File: src/rtl/pipe_hazard_ctrl.sv
`default_nettype none
// ----------------------------------------------------------------------------
// pipe_hazard_ctrl : EX-stage hazard/sequencing controller (stall, flush,
//                    forwarding selects, multi-cycle start/done/timeout).
// Optional feature macro: HAZ_PERF_CNT_EN (stall/flush performance counters).
// Revision: 1.0
// ----------------------------------------------------------------------------
module pipe_hazard_ctrl #(
  parameter int MC_MAX_LAT = 40,
  parameter int CNT_W      = 32
) (
  input  logic             clk,
  input  logic             reset_n,
  input  logic             id_valid,
  input  logic [4:0]       id_rs1,
  input  logic [4:0]       id_rs2,
  input  logic             id_use_rs1,
  input  logic             id_use_rs2,
  input  logic             ex_valid,
  input  logic [4:0]       ex_rd,
  input  logic             ex_is_load,
  input  logic             ex_is_mc,
  input  logic             ex_redirect,
  input  logic             mem_valid,
  input  logic             wb_valid,
  input  logic [4:0]       mem_rd,
  input  logic [4:0]       wb_rd,
  input  logic             mem_is_load,
  input  logic             mc_done,
  output logic             stall_if,
  output logic             stall_id,
  output logic             stall_ex,
  output logic             bubble_ex,
  output logic             flush_if,
  output logic             flush_id,
  output logic [1:0]       fwd_a_sel,
  output logic [1:0]       fwd_b_sel,
  output logic             mc_start,
  output logic             mc_abort,
  output logic             mc_timeout,
  output logic [CNT_W-1:0] perf_stall_cnt,
  output logic [CNT_W-1:0] perf_flush_cnt
);

  localparam int                TMO_W    = $clog2(MC_MAX_LAT);
  localparam logic [TMO_W-1:0] TMO_LAST = TMO_W'(MC_MAX_LAT - 1);

  typedef enum logic [0:0] {
    ST_RUN     = 1'b0,
    ST_MC_WAIT = 1'b1
  } state_e;

  state_e           state_q, state_d;
  logic [TMO_W-1:0] tmo_cnt_q, tmo_cnt_d;
  logic             mc_timeout_q, mc_timeout_d;

  logic w_stall_if, w_stall_id, w_stall_ex, w_bubble_ex;
  logic w_flush_if, w_flush_id, w_mc_start, w_mc_abort;
  logic w_load_use;

  function automatic logic [1:0] fwd_sel(input logic [4:0] rs,
                                         input logic       m_valid,
                                         input logic       m_is_load,
                                         input logic [4:0] m_rd,
                                         input logic       w_valid,
                                         input logic [4:0] w_rd);
    if (rs == 5'd0)                               return 2'b00;
    else if (m_valid && !m_is_load && m_rd == rs) return 2'b01;
    else if (w_valid && w_rd == rs)               return 2'b10;
    else                                          return 2'b00;
  endfunction

  assign w_load_use = ex_valid && ex_is_load && (ex_rd != 5'd0) && id_valid &&
                      ((id_use_rs1 && id_rs1 == ex_rd) ||
                       (id_use_rs2 && id_rs2 == ex_rd));

  always_ff @(posedge clk or negedge reset_n) begin
    if (!reset_n) begin
      state_q      <= ST_RUN;
      tmo_cnt_q    <= '0;
      mc_timeout_q <= 1'b0;
    end else begin
      state_q      <= state_d;
      tmo_cnt_q    <= tmo_cnt_d;
      mc_timeout_q <= mc_timeout_d;
    end
  end

  always_comb begin
    state_d      = state_q;
    tmo_cnt_d    = tmo_cnt_q;
    mc_timeout_d = mc_timeout_q;
    w_stall_if   = 1'b0;
    w_stall_id   = 1'b0;
    w_stall_ex   = 1'b0;
    w_bubble_ex  = 1'b0;
    w_flush_if   = 1'b0;
    w_flush_id   = 1'b0;
    w_mc_start   = 1'b0;
    w_mc_abort   = 1'b0;
    case (state_q)
      ST_RUN: begin
        // A taken redirect squashes ID, so any hazard it carries is moot.
        if (ex_valid && ex_redirect) begin
          w_flush_if = 1'b1;
          w_flush_id = 1'b1;
        end else if (ex_valid && ex_is_mc) begin
          w_mc_start = 1'b1;
          w_stall_if = 1'b1;
          w_stall_id = 1'b1;
          w_stall_ex = 1'b1;
          tmo_cnt_d  = '0;
          state_d    = ST_MC_WAIT;
        end else if (w_load_use) begin
          w_stall_if  = 1'b1;
          w_stall_id  = 1'b1;
          w_bubble_ex = 1'b1;
        end
      end
      ST_MC_WAIT: begin
        // Done takes precedence over a timeout landing in the same cycle.
        if (mc_done) begin
          tmo_cnt_d = '0;
          state_d   = ST_RUN;
        end else if (tmo_cnt_q == TMO_LAST) begin
          w_mc_abort   = 1'b1;
          mc_timeout_d = 1'b1;
          tmo_cnt_d    = '0;
          state_d      = ST_RUN;
        end else begin
          w_stall_if = 1'b1;
          w_stall_id = 1'b1;
          w_stall_ex = 1'b1;
          tmo_cnt_d  = tmo_cnt_q + 1'b1;
        end
      end
      default: state_d = ST_RUN;
    endcase
  end

  // Every output is forced low while reset is asserted.
  assign stall_if   = reset_n & w_stall_if;
  assign stall_id   = reset_n & w_stall_id;
  assign stall_ex   = reset_n & w_stall_ex;
  assign bubble_ex  = reset_n & w_bubble_ex;
  assign flush_if   = reset_n & w_flush_if;
  assign flush_id   = reset_n & w_flush_id;
  assign mc_start   = reset_n & w_mc_start;
  assign mc_abort   = reset_n & w_mc_abort;
  assign mc_timeout = reset_n & mc_timeout_q;
  assign fwd_a_sel  = {2{reset_n}} &
                      fwd_sel(id_rs1, mem_valid, mem_is_load, mem_rd, wb_valid, wb_rd);
  assign fwd_b_sel  = {2{reset_n}} &
                      fwd_sel(id_rs2, mem_valid, mem_is_load, mem_rd, wb_valid, wb_rd);

`ifdef HAZ_PERF_CNT_EN
  logic [CNT_W-1:0] perf_stall_q, perf_stall_d;
  logic [CNT_W-1:0] perf_flush_q, perf_flush_d;

  always_comb begin
    perf_stall_d = perf_stall_q + {{(CNT_W-1){1'b0}}, stall_if};
    perf_flush_d = perf_flush_q + {{(CNT_W-1){1'b0}}, flush_id};
  end

  always_ff @(posedge clk or negedge reset_n) begin
    if (!reset_n) begin
      perf_stall_q <= '0;
      perf_flush_q <= '0;
    end else begin
      perf_stall_q <= perf_stall_d;
      perf_flush_q <= perf_flush_d;
    end
  end

  assign perf_stall_cnt = perf_stall_q;
  assign perf_flush_cnt = perf_flush_q;
`else
  assign perf_stall_cnt = '0;
  assign perf_flush_cnt = '0;
`endif

endmodule
`default_nettype wire
File: config.mk
export PLATFORM = sky130hd
export DESIGN_NAME = pipe_hazard_ctrl
export DESIGN_NICKNAME = d
export VERILOG_FILES = /design/src/rtl/pipe_hazard_ctrl.sv
export SDC_FILE = /design/constraint.sdc
export NUM_CORES = 1
export LEC_CHECK = 0
export CORE_MARGIN = 10
export CORE_UTILIZATION = 36
export DETAILED_ROUTE_END_ITERATION = 10
export PLACE_DENSITY = 0.95
export SYNTH_ARGS = -nofsm -noshare
export SYNTH_HDL_FRONTEND = slang
export SYNTH_SLANG_ARGS = --single-unit
File: constraint.sdc
create_clock -name clk -period 4.4 [get_ports clk]
set_clock_uncertainty 0.2 [all_clocks]
set_input_delay 0.44 -clock clk [delete_from_list [all_inputs] [get_ports clk]]
set_output_delay 0.44 -clock clk [all_outputs]
set_load 0.02 [all_outputs]
==> metrics.txt <==
# TYPE chip_impl_metric gauge
chip_impl_info{name="status",value="completed"} 1
chip_impl_metric{name="synth.ff_latch_count",unit=""} 8
chip_impl_info{name="cell_type_contributing_the_most_total_cell_area_after_synthesis",value="sky130_fd_sc_hd__buf_4"} 1
chip_impl_metric{name="synth_cell_type_count",unit=""} 38
chip_impl_metric{name="fill_cells",unit=""} 407
chip_impl_metric{name="synth_largest_type_area_fraction",unit=""} 0.348
chip_impl_metric{name="numPlacedInstances",unit=""} 272
chip_impl_metric{name="post_synth.cell_area_avg",unit="sq um"} 8.08
chip_impl_info{name="synth_top_cells_by_area",value="sky130_fd_sc_hd__buf_4 35%, sky130_fd_sc_hd__dfrtp_1 14%, sky130_fd_sc_hd__xnor2_1 13%, sky130_fd_sc_hd__xor2_1 6.8%, sky130_fd_sc_hd__and3_1 2.2%"} 1
chip_impl_info{name="critical_path.reg2reg.endpoint",value="tmo_cnt_q[5]"} 1
chip_impl_info{name="timing.hold.worst.class",value="flop to flop"} 1
chip_impl_info{name="startpoint",value="id_rs1[3]"} 1
chip_impl_metric{name="synth.yosys.warnings",unit=""} 0
chip_impl_metric{name="finalHoldViolations",unit=""} 0
chip_impl_metric{name="dieArea",unit="sq mm"} 0.00687
chip_impl_metric{name="die_height",unit="um"} 82.9
chip_impl_metric{name="antenna_found_initial",unit=""} 0
chip_impl_metric{name="crit_fanout",unit=""} 4
chip_impl_metric{name="synth.cell_area",unit="sq mm"} 0.00142
chip_impl_metric{name="cts_inserted_buffers",unit=""} 3
chip_impl_metric{name="power-per-cell-area",unit="mW/mm^2"} 191
chip_impl_info{name="netlist_top_cells_count",value="66 x sky130_fd_sc_hd__buf_4, 21 x sky130_fd_sc_hd__xnor2_1, 11 x sky130_fd_sc_hd__xor2_1, 8 x sky130_fd_sc_hd__dfrtp_1"} 1
chip_impl_metric{name="routed_via_density",unit=""} 4.22
chip_impl_metric{name="drcViolationCount",unit=""} 0
chip_impl_metric{name="layout.core_utilization",unit=""} 0.474
chip_impl_metric{name="r2r_slack",unit="ps"} 2720
chip_impl_metric{name="ir_drop",unit="V"} 0.000105
chip_impl_metric{name="globalRouteOverflowTotal",unit=""} 0
chip_impl_info{name="criticalPathCategory",value="primary input to output pin"} 1
chip_impl_metric{name="antenna-diode-count",unit=""} 0
chip_impl_metric{name="pin_count",unit=""} 115
chip_impl_metric{name="cts_post_setup_buffers_inserted",unit=""} 0
chip_impl_metric{name="nNetsFinal",unit=""} 268
chip_impl_metric{name="setup_viol_count_final",unit=""} 0
chip_impl_metric{name="clk_latency",unit="ps"} 230
chip_impl_metric{name="floorplan.initialDensity",unit=""} 0.380
chip_impl_metric{name="drt-wirelength-per-cell",unit="um"} 14.6
chip_impl_info{name="yosysMostFrequentCell",value="sky130_fd_sc_hd__buf_4"} 1
chip_impl_info{name="timing.rr.start",value="tmo_cnt_q[0]"} 1
chip_impl_metric{name="synthesis.instances",unit=""} 176
chip_impl_metric{name="final_worst_path_period_share",unit=""} 0.726
chip_impl_info{name="top_layer_used",value="met4"} 1
chip_impl_metric{name="firstDrtPassIters",unit=""} 4
chip_impl_metric{name="route.antenna.remaining_nets",unit=""} 0
chip_impl_metric{name="grt_pass1_vias",unit=""} 1271
chip_impl_metric{name="core_region_area",unit="sq mm"} 0.00374
chip_impl_metric{name="drt_iter0_drc",unit=""} 33
chip_impl_metric{name="port-buffer-count",unit=""} 50
chip_impl_metric{name="gr-usage-all-layers",unit=""} 0.109
chip_impl_metric{name="synth_seq_area_share",unit=""} 0.141
chip_impl_info{name="last_element_of_the_critical_path",value="bubble_ex"} 1
chip_impl_metric{name="clock.fmax",unit="GHz"} 0.313
chip_impl_info{name="synthFlopType",value="sky130_fd_sc_hd__dfrtp_1"} 1
chip_impl_info{name="cts_tree",value="done"} 1
chip_impl_metric{name="placement_rows",unit=""} 22
chip_impl_metric{name="asyncSetResetFlopFracSynth",unit=""} 1.00
chip_impl_metric{name="dp.final_hpwl",unit="mm"} 3.62
chip_impl_metric{name="clock_tree.buffer_depth",unit=""} 2
chip_impl_metric{name="clock_tree.htree_level_count",unit=""} 1
chip_impl_metric{name="layout.cells.non_filler",unit=""} 275
chip_impl_metric{name="flow.area_growth_from_synthesis",unit="%"} 24.6
chip_impl_metric{name="worst_setup_hold_path_clk_slew",unit="ps"} 40
chip_impl_metric{name="die_w",unit="um"} 82.9
chip_impl_metric{name="number_of_instances_resized_during_post_cts_repair",unit=""} 0
chip_impl_metric{name="max_cap_violations",unit=""} 0
chip_impl_metric{name="finalCriticalPeriod",unit="ps"} 3200
chip_impl_metric{name="slew_violations",unit=""} 0
chip_impl_metric{name="wire_length_of_the_first_global_routing_pass",unit="mm"} 6.24
chip_impl_metric{name="layout.area.seq",unit="sq um"} 200
chip_impl_metric{name="gp_congestion",unit=""} 0.848
chip_impl_metric{name="layout-drive-gt1-share",unit=""} 0.0485
chip_impl_metric{name="multiInputGateArea",unit="sq um"} 952
chip_impl_metric{name="synth-edff-count",unit=""} 0
chip_impl_metric{name="wl_met2",unit="mm"} 2.01
chip_impl_info{name="cell_chosen_for_the_clock_root",value="sky130_fd_sc_hd__clkbuf_8"} 1
chip_impl_metric{name="routed-via-count",unit=""} 1160
chip_impl_metric{name="routed_wirelength",unit="mm"} 4.02
chip_impl_metric{name="r2r_cell_count",unit=""} 5
chip_impl_metric{name="clock_sink_count",unit=""} 8
chip_impl_metric{name="grt_start_max_net_pins",unit=""} 11
chip_impl_metric{name="power.leakage",unit="nW"} 0.781
chip_impl_info{name="startpoint_type",value="primary input"} 1
chip_impl_metric{name="setup-tns-final",unit="ps"} 0
chip_impl_info{name="grt_setup_unrepaired",value="no"} 1
chip_impl_info{name="worst_setup_path_end_kind",value="output pin"} 1
chip_impl_metric{name="postCtsHoldBufs",unit=""} 0
chip_impl_metric{name="wirelength_met1",unit="mm"} 1.54
chip_impl_metric{name="timing.critical_path.arrival",unit="ps"} 2560
chip_impl_metric{name="crit_required",unit="ps"} 3760
chip_impl_metric{name="met3_length",unit="um"} 362
[cell families (layout without fill, tap and decap cells)]
| family | count (synthesis) | count (layout) | share of synthesized area |
|---|---|---|---|
| AOI/OAI and AO/OA | 17 | 17 | 0.0941 |
| xor gates and xnor gates | 32 | 32 | 0.197 |
| adders and majority gates | 1 | 1 | 0.00879 |
| buffers and inverters | 69 | 57 | 0.356 |
| DFF | 8 | 8 | 0.141 |
| muxes | 1 | 1 | 0.00792 |
| other | 1 | 64 | 0.00264 |
| and+or+nand+nor | 47 | 47 | 0.193 |
[per-layer routing]
metal | GRT usage | vias to the layer above
met5 | 0 | -
met4 | 0.0431 | 0
met3 | 0.0479 | 9
met2 | 0.190 | 64
met1 | 0.110 | 514
li1 | - | 573
[power by group]
| group | leakage [nW] | internal, W | switching [W] |
|---|---|---|---|
| Clock | 0.0216 | 0.0000595 | 0.0000315 |
| Combinational | 0.650 | 0.0000636 | 0.0000992 |
| Sequential | 0.110 | 0.0000788 | 0.00000624 |
[cell type report]
cell class                 instances  area share
sequential                         8       0.113
clock buffer                       3      0.0233
timing repair buffer              51       0.287
tap                               48      0.0339
multi-input combinational        162       0.537
inverter                           3     0.00635
[how the worst min path moves through the flow]
| stage | depth (start not counted) | start | end |
|---|---|---|---|
| 2_1_floorplan | 0 | reset_n | mc_timeout_q |
| 3_3_place_gp | 1 | mc_timeout_q | mc_timeout_q |
| 3_5_place_dp | 1 | mc_timeout_q | mc_timeout_q |
| 4_1_cts | 1 | mc_timeout_q | mc_timeout_q |
| 5_1_grt | 1 | reset_n | tmo_cnt_q[0] |
| 6_report | 1 | mc_timeout_q | mc_timeout_q |
[registers in the layout, indices dropped and copies added, names as in the netlist]
name and cells:
tmo_cnt_q 6, mc_timeout_q 1, state_q 1
[critical path, stage by stage]
cell and delay, ps:
sky130_fd_sc_hd__clkdlybuf4s50_1 510, sky130_fd_sc_hd__xor2_1 210, sky130_fd_sc_hd__nor4_1 340, sky130_fd_sc_hd__a32oi_1 200
sky130_fd_sc_hd__nor3_1 220, sky130_fd_sc_hd__clkdlybuf4s50_1 640
[cells in the final DEF (no fill, tap or decap), types with 2 or more instances in the layout]
cell and count:
sky130_fd_sc_hd__nor2_1 6, sky130_fd_sc_hd__and2_1 2, sky130_fd_sc_hd__nor4_1 3, sky130_fd_sc_hd__clkdlybuf4s50_1 50, sky130_fd_sc_hd__nand2_1 4, sky130_fd_sc_hd__a22o_1 2, sky130_fd_sc_hd__dfrtp_1 8, sky130_fd_sc_hd__nand4_1 5
sky130_fd_sc_hd__clkbuf_8 3, sky130_fd_sc_hd__xor2_1 11, sky130_fd_sc_hd__nand3_1 6, sky130_fd_sc_hd__inv_1 3, sky130_fd_sc_hd__nand2b_1 2, sky130_fd_sc_hd__a21oi_1 3, sky130_fd_sc_hd__xnor2_1 21, sky130_fd_sc_hd__o21ai_1 3
sky130_fd_sc_hd__and3_1 5, sky130_fd_sc_hd__conb_1 64, sky130_fd_sc_hd__nor3_1 5
[stage by stage]
step	hold slack [ps]	total power [W]	setup slack, ps	instance area (sq um)
2_1_floorplan	-55.6	0.000227	2000	1660
3_3_place_gp	244	0.000242	1260	1730
3_5_place_dp	247	0.000245	1200	1730
4_1_cts	256	0.000339	1180	1770
5_1_grt	283	0.000361	1060	1770
6_report	260	0.000339	1200	1770
Power figures use the tool's default switching activity.
==> RTL change (same flow settings) <==
Set the parameter `CNT_W` to 28 (it was 32).
--- a/src/rtl/pipe_hazard_ctrl.sv
+++ b/src/rtl/pipe_hazard_ctrl.sv
@@ -7,7 +7,7 @@
 // ----------------------------------------------------------------------------
 module pipe_hazard_ctrl #(
   parameter int MC_MAX_LAT = 40,
-  parameter int CNT_W      = 32
+  parameter int CNT_W      = 28
 ) (
   input  logic             clk,
   input  logic             reset_n,
Ports: changed (resized perf_flush_cnt and perf_stall_cnt); port bits go from 115 to 107. No check against the original RTL was run, so the function may have changed too.
==> RTL change against the unedited design <==
  * Final area shrank 1.7%
  * Wire length up 0.87%
  * Area after synthesis shrank 4.2%
  * Worst setup slack improved by 0.045 ns
  * Total power decreased by 1.9%
  * Critical path type unchanged
  * Sequential cell count unchanged
  * Critical path depth did not move
==> RTL change: results (changes against the unedited design) <==
metric	value	unit	change
sequential element share of the synthesized area	14.69	%	was 14.07%
worst hold margin	0.2652	ns	was 0.2597 ns
wire length on met1	1405	microns	was 1544 microns
maximum number of pins on one net before global-route repair	18		was 11
fill cell instance count of the final layout	373		was 407
relative contribution of the clock network to total power	27.3	%	was 26.9%
global routing met3 resource utilization	3.384	%	was 4.785%
Psw	130.7	uW	was 136.9 uW
result of the run	completed		unchanged
power in combinational cells	157	uW	was 163 uW
Worst Setup Slack post-DPL	1.280	ns	was 1.199 ns
overall global routing resource usage	10.97	%	was 10.87%
First DRT Iteration DRCs	34		was 33
Synth area leaders	sky130_fd_sc_hd__buf_4 (32%), sky130_fd_sc_hd__dfrtp_1 (15%), sky130_fd_sc_hd__xnor2_1 (13%)		was sky130_fd_sc_hd__buf_4 (35%), sky130_fd_sc_hd__dfrtp_1 (14%), sky130_fd_sc_hd__xnor2_1 (13%)
via count of the first global-routing pass	1299		was 1271
ratio of cells with drive above 1 in the final layout	5.023	%	was 4.846%
met2 Resource Use GR	20.06	%	was 18.99%
grt met1 use	11.10	%	was 11.02%
maximum VDD drop	0.1323	mV	was 0.1047 mV
Lkg Pwr	0.0007554	uW	was 0.0007813 uW
Vias	1202		was 1160
routed wl met2	2048	microns	was 2006 microns
estimated wirelength of the detail-placed design	3532	microns	was 3617 microns
wire length on met3	539	microns	was 362 microns
Worst R2R Setup Slack	2.71	ns	was 2.72 ns
warnings from Yosys	0		unchanged
achievable frequency	317.4	MHz	was 312.9 MHz
most frequent cells after synthesis	sky130_fd_sc_hd__buf_4 (58), sky130_fd_sc_hd__xnor2_1 (21), sky130_fd_sc_hd__xor2_1 (11)		was sky130_fd_sc_hd__buf_4 (66), sky130_fd_sc_hd__xnor2_1 (21), sky130_fd_sc_hd__xor2_1 (11)
Final Wtd Congestion	0.8833		was 0.8477
maximum count of clock buffers along a single path	2		unchanged
net count reported at finish	260		was 268
Total Wirelength	4055	microns	was 4020 microns
==> RTL change: cell count changes after synthesis <==
| cell | change |
|---|---|
| sky130_fd_sc_hd__buf_4 | -8 |
==> RTL change: stage by stage <==
| step | instances | total power [uW] | instance area (sq um) |
|---|---|---|---|
| after floorplan | 223 | 215.3 | 1569 |
| after global placement | 264 | 235.8 | 1702 |
| after detailed placement | 264 | 239.6 | 1702 |
| after CTS | 267 | 331.8 | 1743 |
| after global routing | 267 | 351.4 | 1743 |
| final | 267 | 332.5 | 1743 |
==> RTL change: worst paths after layout <==
check,endpoint,start,cells after the start
worst min register to register,mc_timeout_q$_DFFE_PN0P_,mc_timeout_q$_DFFE_PN0P_,1
min in group asynchronous,tmo_cnt_q[4]$_DFFE_PN0P_,reset_n,2
worst min-delay path,mc_timeout_q$_DFFE_PN0P_,mc_timeout_q$_DFFE_PN0P_,1
max in group asynchronous,mc_timeout_q$_DFFE_PN0P_,reset_n,2
worst max register to register,tmo_cnt_q[5]$_DFFE_PN0P_,tmo_cnt_q[1]$_DFFE_PN0P_,5
worst max-delay path,bubble_ex,id_rs1[2],6
==> RTL change: layout make-up <==
cell class / instances / area, sq um / share of cell area [%]
well taps: 48 / 60.06 / 3.446
repair buffers: 51 / 508.0 / 29.15
multi-input cells: 154 / 922.1 / 52.91
clock buffers: 3 / 41.29 / 2.369
inverters: 3 / 11.26 / 0.6461
flip-flops and latches: 8 / 200.2 / 11.49
==> RTL change: logic make-up after synthesis <==
| kind of cell | synth area share (%) |
|---|---|
| other | 0.2752 |
| adders and majority gates | 0.9181 |
| AOI/OAI and AO/OA | 9.825 |
| buffers and inverters | 32.78 |
| and+or+nand+nor | 20.11 |
| muxes | 0.8264 |
| DFF | 14.69 |
| xor gates and xnor gates | 20.57 |
